[src/rtl/ram_arbiter_if.sv]
// Bus bundle between two requesters, the shared RAM and the arbiter.
// The arbiter uses the slave view; the environment (clients plus RAM) uses the master view.
interface ram_arbiter_if #(
  parameter int AW = 10,
  parameter int DW = 32
);
  logic          req0;
  logic          req1;
  logic          we0;
  logic          we1;
  logic [AW-1:0] addr0;
  logic [AW-1:0] addr1;
  logic [DW-1:0] wdata0;
  logic [DW-1:0] wdata1;
  logic          ack0;
  logic          ack1;
  logic [DW-1:0] rdata;
  logic [AW-1:0] ram_addr;
  logic [DW-1:0] ram_wdata;
  logic          ram_wren;
  logic          ram_rden;
  logic [DW-1:0] ram_rdata;
  logic          busy;

  modport slave (
    input  req0, req1, we0, we1, addr0, addr1, wdata0, wdata1, ram_rdata,
    output ack0, ack1, rdata, ram_addr, ram_wdata, ram_wren, ram_rden, busy
  );

  modport master (
    output req0, req1, we0, we1, addr0, addr1, wdata0, wdata1, ram_rdata,
    input  ack0, ack1, rdata, ram_addr, ram_wdata, ram_wren, ram_rden, busy
  );
endinterface

[src/rtl/ram_arbiter.sv]
// Two-port round-robin arbiter in front of a single-port synchronous RAM.
// One transaction at a time: IDLE -> ACCESS (-> RDWAIT for reads) -> IDLE.
module ram_arbiter #(
  parameter int data_size    = 1024,
  parameter int address_size = 32,
  localparam int AW          = $clog2(data_size - 1)
) (
  input  logic         CLK,
  input  logic         RESET_N,
  ram_arbiter_if.slave bus
);

  typedef enum logic [1:0] {
    IDLE   = 2'd0,
    ACCESS = 2'd1,
    RDWAIT = 2'd2
  } state_e;

  state_e                  state_q;
  logic                    last_grant_q;
  logic                    gnt_q;
  logic                    we_q;
  logic [AW-1:0]           addr_q;
  logic [address_size-1:0] wdata_q;
  logic                    ram_wren_q;
  logic                    ram_rden_q;
  logic                    ack0_q;
  logic                    ack1_q;
  logic                    rd_ack_q;

  logic                    any_req_d;
  logic                    grant_d;
  logic                    sel_we_d;
  logic [AW-1:0]           sel_addr_d;
  logic [address_size-1:0] sel_wdata_d;

  // Under contention the port that did not win last time goes next.
  always_comb begin
    any_req_d = bus.req0 | bus.req1;
    grant_d   = 1'b0;
    if (bus.req0 && bus.req1) begin
      grant_d = ~last_grant_q;
    end else if (bus.req1) begin
      grant_d = 1'b1;
    end
    sel_we_d    = grant_d ? bus.we1    : bus.we0;
    sel_addr_d  = grant_d ? bus.addr1  : bus.addr0;
    sel_wdata_d = grant_d ? bus.wdata1 : bus.wdata0;
  end

  always_ff @(posedge CLK) begin
    if (!RESET_N) begin
      state_q      <= IDLE;
      last_grant_q <= 1'b1;
      gnt_q        <= 1'b0;
      we_q         <= 1'b0;
      addr_q       <= '0;
      wdata_q      <= '0;
      ram_wren_q   <= 1'b0;
      ram_rden_q   <= 1'b0;
      ack0_q       <= 1'b0;
      ack1_q       <= 1'b0;
      rd_ack_q     <= 1'b0;
    end else begin
      ram_wren_q <= 1'b0;
      ram_rden_q <= 1'b0;
      ack0_q     <= 1'b0;
      ack1_q     <= 1'b0;
      rd_ack_q   <= 1'b0;
      case (state_q)
        IDLE: begin
          if (any_req_d) begin
            gnt_q        <= grant_d;
            last_grant_q <= grant_d;
            we_q         <= sel_we_d;
            addr_q       <= sel_addr_d;
            wdata_q      <= sel_wdata_d;
            ram_wren_q   <= sel_we_d;
            ram_rden_q   <= ~sel_we_d;
            // A write completes in the ACCESS cycle itself.
            ack0_q       <= sel_we_d & ~grant_d;
            ack1_q       <= sel_we_d & grant_d;
            state_q      <= ACCESS;
          end
        end
        ACCESS: begin
          if (we_q) begin
            state_q <= IDLE;
          end else begin
            ack0_q   <= ~gnt_q;
            ack1_q   <= gnt_q;
            rd_ack_q <= 1'b1;
            state_q  <= RDWAIT;
          end
        end
        RDWAIT: begin
          state_q <= IDLE;
        end
        default: begin
          state_q <= IDLE;
        end
      endcase
    end
  end

  // Acks and read data are masked by reset so an aborted transaction never completes.
  assign bus.ack0      = ack0_q & RESET_N;
  assign bus.ack1      = ack1_q & RESET_N;
  assign bus.rdata     = (rd_ack_q && RESET_N) ? bus.ram_rdata : '0;
  assign bus.ram_addr  = addr_q;
  assign bus.ram_wdata = wdata_q;
  assign bus.ram_wren  = ram_wren_q;
  assign bus.ram_rden  = ram_rden_q;
  assign bus.busy      = (state_q != IDLE);

  a_wren_rden_excl: assert property (@(posedge CLK) !(ram_wren_q && ram_rden_q));
  a_ack_onehot:     assert property (@(posedge CLK) !(ack0_q && ack1_q));

endmodule
[src/flat_wrapper.sv]
// flat-port wrapper written by rule: the top's interface ports become plain ports
module ram_arbiter_flat 
#(
  parameter int data_size    = 1024,
  parameter int address_size = 32,
  localparam int AW          = $clog2(data_size - 1)
)
  (CLK, RESET_N, bus_req0, bus_req1, bus_we0, bus_we1, bus_addr0, bus_addr1, bus_wdata0, bus_wdata1, bus_ram_rdata, bus_ack0, bus_ack1, bus_rdata, bus_ram_addr, bus_ram_wdata, bus_ram_wren, bus_ram_rden, bus_busy);
  ram_arbiter_if bus_i ();
  input  logic CLK;
  input  logic RESET_N;
  input wire logic [$bits(bus_i.req0)-1:0] bus_req0;
  input wire logic [$bits(bus_i.req1)-1:0] bus_req1;
  input wire logic [$bits(bus_i.we0)-1:0] bus_we0;
  input wire logic [$bits(bus_i.we1)-1:0] bus_we1;
  input wire logic [$bits(bus_i.addr0)-1:0] bus_addr0;
  input wire logic [$bits(bus_i.addr1)-1:0] bus_addr1;
  input wire logic [$bits(bus_i.wdata0)-1:0] bus_wdata0;
  input wire logic [$bits(bus_i.wdata1)-1:0] bus_wdata1;
  input wire logic [$bits(bus_i.ram_rdata)-1:0] bus_ram_rdata;
  output wire logic [$bits(bus_i.ack0)-1:0] bus_ack0;
  output wire logic [$bits(bus_i.ack1)-1:0] bus_ack1;
  output wire logic [$bits(bus_i.rdata)-1:0] bus_rdata;
  output wire logic [$bits(bus_i.ram_addr)-1:0] bus_ram_addr;
  output wire logic [$bits(bus_i.ram_wdata)-1:0] bus_ram_wdata;
  output wire logic [$bits(bus_i.ram_wren)-1:0] bus_ram_wren;
  output wire logic [$bits(bus_i.ram_rden)-1:0] bus_ram_rden;
  output wire logic [$bits(bus_i.busy)-1:0] bus_busy;
  assign bus_i.req0 = bus_req0;
  assign bus_i.req1 = bus_req1;
  assign bus_i.we0 = bus_we0;
  assign bus_i.we1 = bus_we1;
  assign bus_i.addr0 = bus_addr0;
  assign bus_i.addr1 = bus_addr1;
  assign bus_i.wdata0 = bus_wdata0;
  assign bus_i.wdata1 = bus_wdata1;
  assign bus_i.ram_rdata = bus_ram_rdata;
  assign bus_ack0 = bus_i.ack0;
  assign bus_ack1 = bus_i.ack1;
  assign bus_rdata = bus_i.rdata;
  assign bus_ram_addr = bus_i.ram_addr;
  assign bus_ram_wdata = bus_i.ram_wdata;
  assign bus_ram_wren = bus_i.ram_wren;
  assign bus_ram_rden = bus_i.ram_rden;
  assign bus_busy = bus_i.busy;
  ram_arbiter #(.data_size(data_size), .address_size(address_size)) u_core (.CLK(CLK), .RESET_N(RESET_N), .bus(bus_i));
endmodule
[config.mk]
export PLATFORM = sky130hd
export DESIGN_NAME = ram_arbiter_flat
export DESIGN_NICKNAME = d
export VERILOG_FILES = /design/src/rtl/ram_arbiter_if.sv /design/src/rtl/ram_arbiter.sv /design/src/flat_wrapper.sv
export SDC_FILE = /design/constraint.sdc
export NUM_CORES = 1
export LEC_CHECK = 0
export CAP_MARGIN = 20
export CORE_UTILIZATION = 34
export DETAILED_ROUTE_END_ITERATION = 6
export HOLD_SLACK_MARGIN = 0.15
export PLACE_DENSITY_LB_ADDON = 0.05
export SLEW_MARGIN = 20
export SYNTH_ARGS = -nofsm -noshare
export SYNTH_HDL_FRONTEND = slang
export SYNTH_SLANG_ARGS = --single-unit
[constraint.sdc]
create_clock -name CLK -period 1.8 [get_ports CLK]
set_clock_uncertainty 0.2 [all_clocks]
set_input_delay 0.36 -clock CLK [delete_from_list [all_inputs] [get_ports CLK]]
set_output_delay 0.36 -clock CLK [all_outputs]
set_load 0.005 [all_outputs]
# After elaboration in Yosys (flattened, before gate mapping)
# Index checks and enable logic that the tools add are counted.
dict set report classes {
  eq_ne 2
  muxes 16
  bitwise 9
  n_reduce_logical 7
}
# cell count
set op_table {}
lappend op_table {{$mux W32} 2}
lappend op_table {{$mux W10} 1}
lappend op_table {{$mux W1} 8}
lappend op_table {{$and A1 B1 Y1} 4}
lappend op_table {{$mux W2} 2}
lappend op_table {{$not A1 Y1} 4}
lappend op_table {{$pmux W1 S2} 2}
lappend op_table {{$pmux W2 S2} 1}
lappend op_table {{$reduce_and A2 Y1} 2}
lappend op_table {{$reduce_and A3 Y1} 1}
lappend op_table {{$eq A2 B1 Y1 const B} 1}
lappend op_table {{$logic_and A1 B1 Y1} 2}
lappend op_table {{$logic_not A2 Y1} 1}
lappend op_table {{$ne A2 B1 Y1 const B} 1}
lappend op_table {{$reduce_bool A2 Y1} 1}
lappend op_table {{$or A1 B1 Y1} 1}
dict set report totals {
  ff_bits 52
  in_bits 122
  out_inout_bits 79
}

# Logic depth before layout (Yosys ltp)
# Gate-level depths: netlist (run 1).
dict set report depth {
  depth_word 6
  mapped_depth 6
  ltp_nobuf 4
}

# Worst setup path after synthesis (run 1)
# No wires, ideal clock.
dict set report synth_timing {
  kind {input to output}
  from {input port RESET_N}
  to {output port bus_rdata[24]}
  arrival_ps 968
  t_required_ps 1240
  slack_ps 272
  path_stages 3
  path_cell_list {clkbuf_1 -> clkbuf_1 -> and3_1}
}
dict set report synth_via {
  elab_chain_cells 2
}
# element line
set synth_rtl {}
lappend synth_rtl {{from (decl)} flat_wrapper.sv:11} ;# input logic RESET_N;
lappend synth_rtl {{$logic_and A1 B1 Y1} ram_arbiter.sv:109} ;# assign bus.rdata = (rd_ack_q && RESET_N) ? bus.ram_rdata : '0;
lappend synth_rtl {{$mux W32} ram_arbiter.sv:109}
lappend synth_rtl {{to (decl)} flat_wrapper.sv:23} ;# output wire logic [$bits(bus_i.rdata)-1:0] bus_rdata;
# Every way passes these cells.

# Worst setup path after layout (run 1)
dict set report layout_timing {
  from {input port bus_ram_rdata[11]}
  to {output port bus_rdata[11]}
}
dict set report layout_via {
  elab_chain_cells 1
}
# element line
set layout_rtl {}
lappend layout_rtl {{from (decl)} flat_wrapper.sv:20} ;# input wire logic [$bits(bus_i.ram_rdata)-1:0] bus_ram_rdata;
lappend layout_rtl {{$mux W32} ram_arbiter.sv:109}
# Every way passes these cells.

==> results of run 1 <==
repair_timing:
action / 4_1_cts / 5_1_grt
endpoints found under the setup margin: 35 / 15
setup buffers: 1 / 0
resized for setup: 58 / 25
gates cloned: 2 / 0
pin swaps: 0 / 1
registers in the layout, indices dropped and copies added (netlist names):
name and cells:
u_core.bus.ram_wdata 32, u_core.bus.ram_addr 10, u_core.state_q 2, u_core.ack0_q 1
u_core.ack1_q 1, u_core.bus.ram_rden 1, u_core.bus.ram_wren 1, u_core.gnt_q 1
u_core.last_grant_q 1, u_core.rd_ack_q 1, u_core.we_q 1
final cells by class:
| type | instances | area share, % |
|---|---|---|
| flip-flops and latches | 52 | 21.5 |
| clock buffers | 7 | 1.98 |
| clock inverters | 1 | 0.617 |
| repair buffers | 224 | 45.3 |
| inverters | 3 | 0.231 |
| multi-input cells | 225 | 27.8 |
| well taps | 99 | 2.55 |
cell usage after synthesis (2+ instances only):
| cell type | instances |
|---|---|
| dfxtp_1 | 52 |
| o21ai_0 | 45 |
| nand3_1 | 43 |
| a31oi_1 | 42 |
| nand4_1 | 42 |
| and3_1 | 32 |
| clkbuf_1 | 21 |
| buf_2 | 19 |
| and2_1 | 3 |
| buf_4 | 3 |
| nand2_1 | 3 |
| inv_1 | 2 |
| nor2_2 | 2 |
| nor2b_1 | 2 |
| nor4bb_1 | 2 |
path summary, 6_finish.rpt:
path	slack (ps)	start	to
max	40	bus_ram_rdata[11]	bus_rdata[11]
min	270	u_core.state_q[1]	u_core.rd_ack_q
max reg2reg	330	u_core.state_q[0]	u_core.bus.ram_addr[7]
min reg2reg	270	u_core.state_q[1]	u_core.rd_ack_q
per-stage QoR:
step / hold WS, ps / total power, W / instance area [um2] / util, % / worst slack [ps]
after floorplan: 214 / 0.00172 / 2590 / - / 272
after global placement: 243 / 0.00233 / 4770 / 65.4 / -462
after detailed placement: 264 / 0.00235 / 4770 / 65.4 / -477
after CTS: 260 / 0.00324 / 4940 / 67.7 / -140
after global routing: 277 / 0.00337 / 4870 / 66.7 / -2.59
final: 269 / 0.00321 / 4870 / 66.7 / 43.5
routing by layer:
| layer | wire length [um] | up-vias |
|---|---|---|
| met5 | 0 | - |
| met4 | 179 | 0 |
| met3 | 1080 | 14 |
| met2 | 5290 | 174 |
| met1 | 4190 | 1587 |
| li1 | - | 1615 |
worst register-to-register path, delay by kind of cell (launching register included):
family	cells	cell delay, ps
flip-flops	1	340
AO/OA/AOI/OAI	1	190
AND/OR/NAND/NOR	2	370
buffers and inverters	1	300
power by group through the flow:
stage	Sequential (W)	Combinational [W]	Clock [W]
after floorplan	0.00134	0.000381	0
after global placement	0.00133	0.000999	0
after detailed placement	0.00134	0.00101	0
after CTS	0.00131	0.00103	0.000898
after global routing	0.00133	0.00110	0.000949
final	0.00131	0.00102	0.000880
cells by family (layout without fill, tap and decap cells):
group / after synthesis / after routing / share of synthesized area (%)
simple gates: 132 / 132 / 30.1
compound gates: 92 / 92 / 21.0
flops: 52 / 52 / 40.3
buf+inv: 47 / 235 / 8.22
mux: 1 / 1 / 0.387
==> metrics.csv, run 1 <==
metric,value,unit
status,"complete, no violations",
cts_root_buf,clkbuf_8,
cts.htree.levels,2,
clkTransAtPathRegs,80,ps
area_delta_synth_final,88.1,%
numCtsBuffers,5,
register_area,1050,um2
grt_antenna_before_repair,0,
powerDensity,659,nW/um2
grt_max_degree,86,
synth_area_leaders,"dfxtp_1 (40%), a31oi_1 (10%), nand4_1 (10%)",
yosysTopAreaCellShare,40.3,%
grt-ovfl-total,0,
worstPathCellList,"clkdlybuf4s50_1, and3_1, dlygate4sd2_1",
top_usage_layer,met2,
drc,0,
p_switching,0.000869,W
crit_type,input pin to output pin,
ys.flop_type,dfxtp_1,
grt_use_met2,44.3,%
clock_sinks,52,
drive_above_1_share,11.5,%
clockBufferDepth,2,
ys_warn_count,0,
cts_hold_repair.buffers,0,
worst_r2r_path_depth,4,
setup_tns,0,ps
dp_hpwl,7.41,mm
die_area,7960,um2
p_leak,1.93,nW
grt_use_met1,32.2,%
clock_latency,300,ps
drt-total-wl,10.7,mm
grt_usage,26.0,%
cp.required,1240,ps
ioPinCount,201,
ir_drop,0.423,mV
grt_pass1_vias,3061,
initial_core_util,35.5,%
vias,3390,
setup_violations,0,
drt_iter0_markers,184,
antenna_left,0,
fin_nets,633,
layout_commonest_cell,clkdlybuf4s50_1,
clock.fmax,0.569,GHz
final-hold-violation-count,0,
grt_pass1_wl,16.1,mm
coreArea,7290,um2
diodes,0,
cp_max_fo,1,
io_buffer_count,200,
synth_enable_flop_cells,0,
fin_crit_sh,97.6,%
crit_path_top_delay_cell,clkdlybuf4s50_1,
hold_class,register to register,
final_cells,611,
cts_tree,done,
startpoint_type,input pin,
syn_avg_cell_area,7.98,um2
dp_cells,601,
fillCellCount,646,
p_comb_share,31.7,%
cp_num_cells,3,
drtPass1Iterations,5,
globalRouteMet3Util,7.29,%
cp.arrival,1200,ps
routabilityCongestion,0.793,
pwr-share-seq,40.9,%
clockPowerShare,27.4,%
synth_top_area_cell,dfxtp_1,
final_cell_mix,"clkdlybuf4s50_1 (163), dfxtp_1 (49), o21ai_0 (45), nand3_1 (43)",
synth_cell_types,26,
finalCriticalPeriod,1760,ps
slew_viol_final,0,
multi_input_area,1350,um2
synth_area,2590,um2
holdPathStages,1,
via_per_inst,5.55,
max_stage_delay,460,ps
worstPathBufferInverterCount,2,
async_reset_ff_share,0,%
rows,31,
synthesis.nets,446,
syn_inst,324,
ys_seq_area_share,40.3,%
die_w,89.2,um
die_h,89.2,um
synth-seq-cells,52,
drv_cap,0,
crit_path_end_kind,output pin,
wire_per_inst,17.6,um
worst_pin_slew,372,ps
max_slew_margin,75.2,%
p_int,0.00234,W
path_delay_family,buffers and inverters,
switching_share,27.1,%
Note: power is estimated with default switching activity, not from simulation.
==> inputs of run 2 (changes only) <==
--- a/config.mk
+++ b/config.mk
@@ -5,11 +5,12 @@
 export SDC_FILE = /design/constraint.sdc
 export NUM_CORES = 1
 export LEC_CHECK = 0
+export ABC_AREA = 1
 export CAP_MARGIN = 20
 export CORE_UTILIZATION = 34
 export DETAILED_ROUTE_END_ITERATION = 6
 export HOLD_SLACK_MARGIN = 0.15
-export PLACE_DENSITY_LB_ADDON = 0.05
+export PLACE_DENSITY = 0.8
 export SLEW_MARGIN = 20
 export SYNTH_ARGS = -nofsm -noshare
 export SYNTH_HDL_FRONTEND = slang
==> run 2 against run 1 <==
- the flow now finishes with violations (negative setup slack)
- critical path depth rose by 1
- core utilization fell by 3.3 points
- worst setup slack got worse by 45 ps
- register-to-register slack lost 160 ps
- hold slack got worse by 2.3 ps
- die area rose by 4.0%
- clock power is 24% lower
- non-clock buffer count down 6
- critical path type is now register to output pin
- largest cell class unchanged
- highest routed layer unchanged
==> metrics.csv, run 2 <==
metric,value,unit,change
rows,32,,was 31
worst_r2r_path_depth,5,,was 4
worst_pin_slew,649,ps,was 372 ps
holdPathStages,2,,was 1
multi_input_area,1370,um2,was 1350 um2
cp_max_fo,8,,was 1
cts_tree,done,,unchanged
yosysTopAreaCellShare,38.7,%,was 40.3%
register_area,1040,um2,was 1050 um2
synth_area_leaders,"dfxtp_1 (39%), nand2_1 (25%), nand3_1 (8.2%)",,"was dfxtp_1 (40%), a31oi_1 (10%), nand4_1 (10%)"
drt-total-wl,9.86,mm,was 10.7 mm
grt_max_degree,45,,was 86
clock_sinks,52,,unchanged
finalCriticalPeriod,1800,ps,was 1760 ps
initial_core_util,35.0,%,was 35.5%
ys.flop_type,dfxtp_1,,unchanged
setup_violations,1,,was 0
hold_class,register to register,,unchanged
syn_inst,435,,was 324
grt_antenna_before_repair,0,,unchanged
ir_drop,0.337,mV,was 0.423 mV
synthesis.nets,557,,was 446
powerDensity,620,nW/um2,was 659 nW/um2
synth-seq-cells,52,,unchanged
cp.arrival,1240,ps,was 1200 ps
synth_top_cells_by_count,"nand2_1 (182), dfxtp_1 (52), nand3_1 (44), a21oi_1 (43), inv_1 (41)",,"was dfxtp_1 (52), o21ai_0 (45), nand3_1 (43), a31oi_1 (42), nand4_1 (42)"
fin_area,4880,um2,was 4870 um2
drv_cap,0,,unchanged
clock_latency,310,ps,was 300 ps
slew_viol_final,0,,unchanged
cp.required,1240,ps,about the same
grt_pass1_wl,15.4,mm,was 16.1 mm
dp_hpwl,7.07,mm,was 7.41 mm
vias,3509,,was 3390
ys_warn_count,0,,unchanged
worstPathBufferInverterCount,2,,unchanged
grt_usage,23.0,%,was 26.0%
numCtsBuffers,5,,unchanged
die_h,91.0,um,was 89.2 um
startpoint_type,register,,was input pin
wire_per_inst,13.4,um,was 17.6 um
largest_reg_flops,32,,unchanged
drtPass1Iterations,5,,unchanged
crit_path_end_kind,output pin,,unchanged
antenna_left,0,,unchanged
worstPathCellList,"nand2_4, buf_16, nor2_1, clkdlybuf4s15_1",,"was clkdlybuf4s50_1, and3_1, dlygate4sd2_1"
synth_cell_types,17,,was 26
synth_top_area_cell,dfxtp_1,,unchanged
async_reset_ff_share,0,%,unchanged
die_area,8280,um2,was 7960 um2
cts_setup_buffers,0,,was 1
coreArea,7690,um2,was 7290 um2
drive_above_1_share,12.1,%,was 11.5%
hp-start,u_core.bus.ram_addr[4],,was u_core.state_q[1]
grt-ovfl-total,0,,unchanged
die_w,91.0,um,was 89.2 um
synth_area,2690,um2,was 2590 um2
max_stage_delay,360,ps,was 460 ps
rsz0062_at_grt,yes,,
routabilityCongestion,0.786,,was 0.793
dpl-instance-area,4830,um2,was 4770 um2
clockBufferDepth,2,,unchanged
max_slew_margin,56.7,%,was 75.2%
cts_root_buf,clkbuf_8,,unchanged
clock.fmax,0.555,GHz,was 0.569 GHz
fillCellCount,706,,was 646
grt_pass1_vias,3264,,was 3061
worst_hold_slack,267,ps,was 269 ps
fin_crit_sh,100,%,was 97.6%
io_buffer_count,200,,unchanged
clkTransAtPathRegs,100,ps,was 80 ps
cts.htree.levels,2,,unchanged
fin_nets,756,,was 633
drc,0,,unchanged
diodes,0,,unchanged
timing.rr.start,u_core.state_q[1],,was u_core.state_q[0]
final_cell_mix,"nand2_1 (181), clkdlybuf4s50_1 (162), dfxtp_1 (49), nand3_1 (44), a21oi_1 (43)",,"was clkdlybuf4s50_1 (163), dfxtp_1 (49), o21ai_0 (45), nand3_1 (43)"
path_delay_family,buffers and inverters,,unchanged
synth_enable_flop_cells,0,,unchanged
area_delta_synth_final,81.2,%,was 88.1%
drt_iter0_markers,154,,was 184
setup_slack,-1.88,ps,was 43.5 ps
ys_seq_area_share,38.7,%,was 40.3%
crit_type,register to output pin,,was input pin to output pin
layout_commonest_cell,nand2_1,,was clkdlybuf4s50_1
ioPinCount,201,,unchanged
r2r_slack,170,ps,was 330 ps
via_per_inst,4.76,,was 5.55
violations,negative setup slack,,
p_leak,2.35,nW,was 1.93 nW
yosysMostFrequentCell,nand2_1,,was dfxtp_1
r2r-end,u_core.bus.ram_wdata[0],,was u_core.bus.ram_addr[7]
crit_path_top_delay_cell,dfxtp_2,,was clkdlybuf4s50_1
syn_avg_cell_area,6.19,um2,was 7.98 um2
cts_hold_repair.buffers,0,,unchanged
min_delay_worst_endpoint,u_core.bus.ram_addr[4],,was u_core.rd_ack_q
status,"complete, but fails checks",,"was complete, no violations"
place_ws,-511,ps,was -477 ps
final-hold-violation-count,0,,unchanged
-- run 2: cell families (layout without fill, tap and decap cells) --
family | Yosys count | after routing | synth area share, %
compound gates | 46 | 46 | 9.02
buf+inv | 70 | 268 | 12.1
flops | 52 | 52 | 38.7
simple gates | 267 | 269 | 40.2
-- run 2: timing repair --
| item | in CTS | in global routing |
|---|---|---|
| endpoints found under the setup margin | 77 | 37 |
| gates resized for setup | 74 | 51 |
| gates cloned | 2 | 2 |
| pin swaps | 2 | 1 |
-- run 2: power by group --
| part | internal, W | total (W) | switching, W |
|---|---|---|---|
| logic | 0.000586 | 0.00105 | 0.000461 |
| clock network | 0.000278 | 0.000667 | 0.000389 |
| registers | 0.00126 | 0.00131 | 0.0000537 |
| total | 0.00212 | 0.00302 | 0.000904 |
-- run 2: area by class of cell --
| cell class | instances | share of cell area (%) |
|---|---|---|
| tap | 102 | 2.62 |
| sequential | 52 | 21.4 |
| multi-input combinational | 315 | 28.1 |
| clock buffer | 6 | 1.49 |
| timing repair buffer | 218 | 42.8 |
| inverter | 42 | 3.23 |
| clock inverter | 2 | 0.334 |
-- run 2: per-stage QoR --
step           setup TNS [ps]  total power (W)  std cells  utilization (%)
2_1_floorplan               0          0.00176        435                -
5_1_grt                  -124          0.00321        737             63.4
4_1_cts                     0          0.00304        735             64.5
6_report                -1.88          0.00302        737             63.4
3_5_place_dp           -33550          0.00236        725             62.8
3_3_place_gp           -31390          0.00234        725             62.8
-- run 2: worst max path at each step --
stage                                   to       startpoint  cells after the start
floorplan           u_core.bus.ram_addr[0]         bus_req1                      6
global placement             bus_rdata[30]          RESET_N                      5
detailed placement            bus_rdata[2]          RESET_N                      5
CTS                          bus_rdata[16]  u_core.rd_ack_q                      4
global route                 bus_rdata[21]  u_core.rd_ack_q                      4
finish                       bus_rdata[21]  u_core.rd_ack_q                      4
-- run 2: routing by layer --
| layer | global-route usage [%] | share of wire (%) | wire (um) |
|---|---|---|---|
| met3 | 6.11 | 7.1 | 698 |
| met4 | 5.95 | 2.0 | 200 |
| met1 | 23.3 | 38 | 3750 |
| met2 | 45.6 | 53 | 5220 |
| met5 | 0 | 0 | 0 |
-- run 2: worst register-to-register path: stages (launching register included) --
cell     delay [ps]
dfxtp_2         340
nor2_4          100
inv_1           140
nor2_4          520
nand2_1         130
a21oi_1         160
==> inputs of run 3 (changes only) <==
--- a/config.mk
+++ b/config.mk
@@ -8,6 +8,7 @@
 export ABC_AREA = 1
 export CAP_MARGIN = 20
 export CORE_UTILIZATION = 34
+export CTS_CLUSTER_DIAMETER = 60
 export DETAILED_ROUTE_END_ITERATION = 6
 export HOLD_SLACK_MARGIN = 0.15
 export PLACE_DENSITY = 0.8
==> results of run 3 <==
Final layout, timing and power as in run 2 (identical DEF).
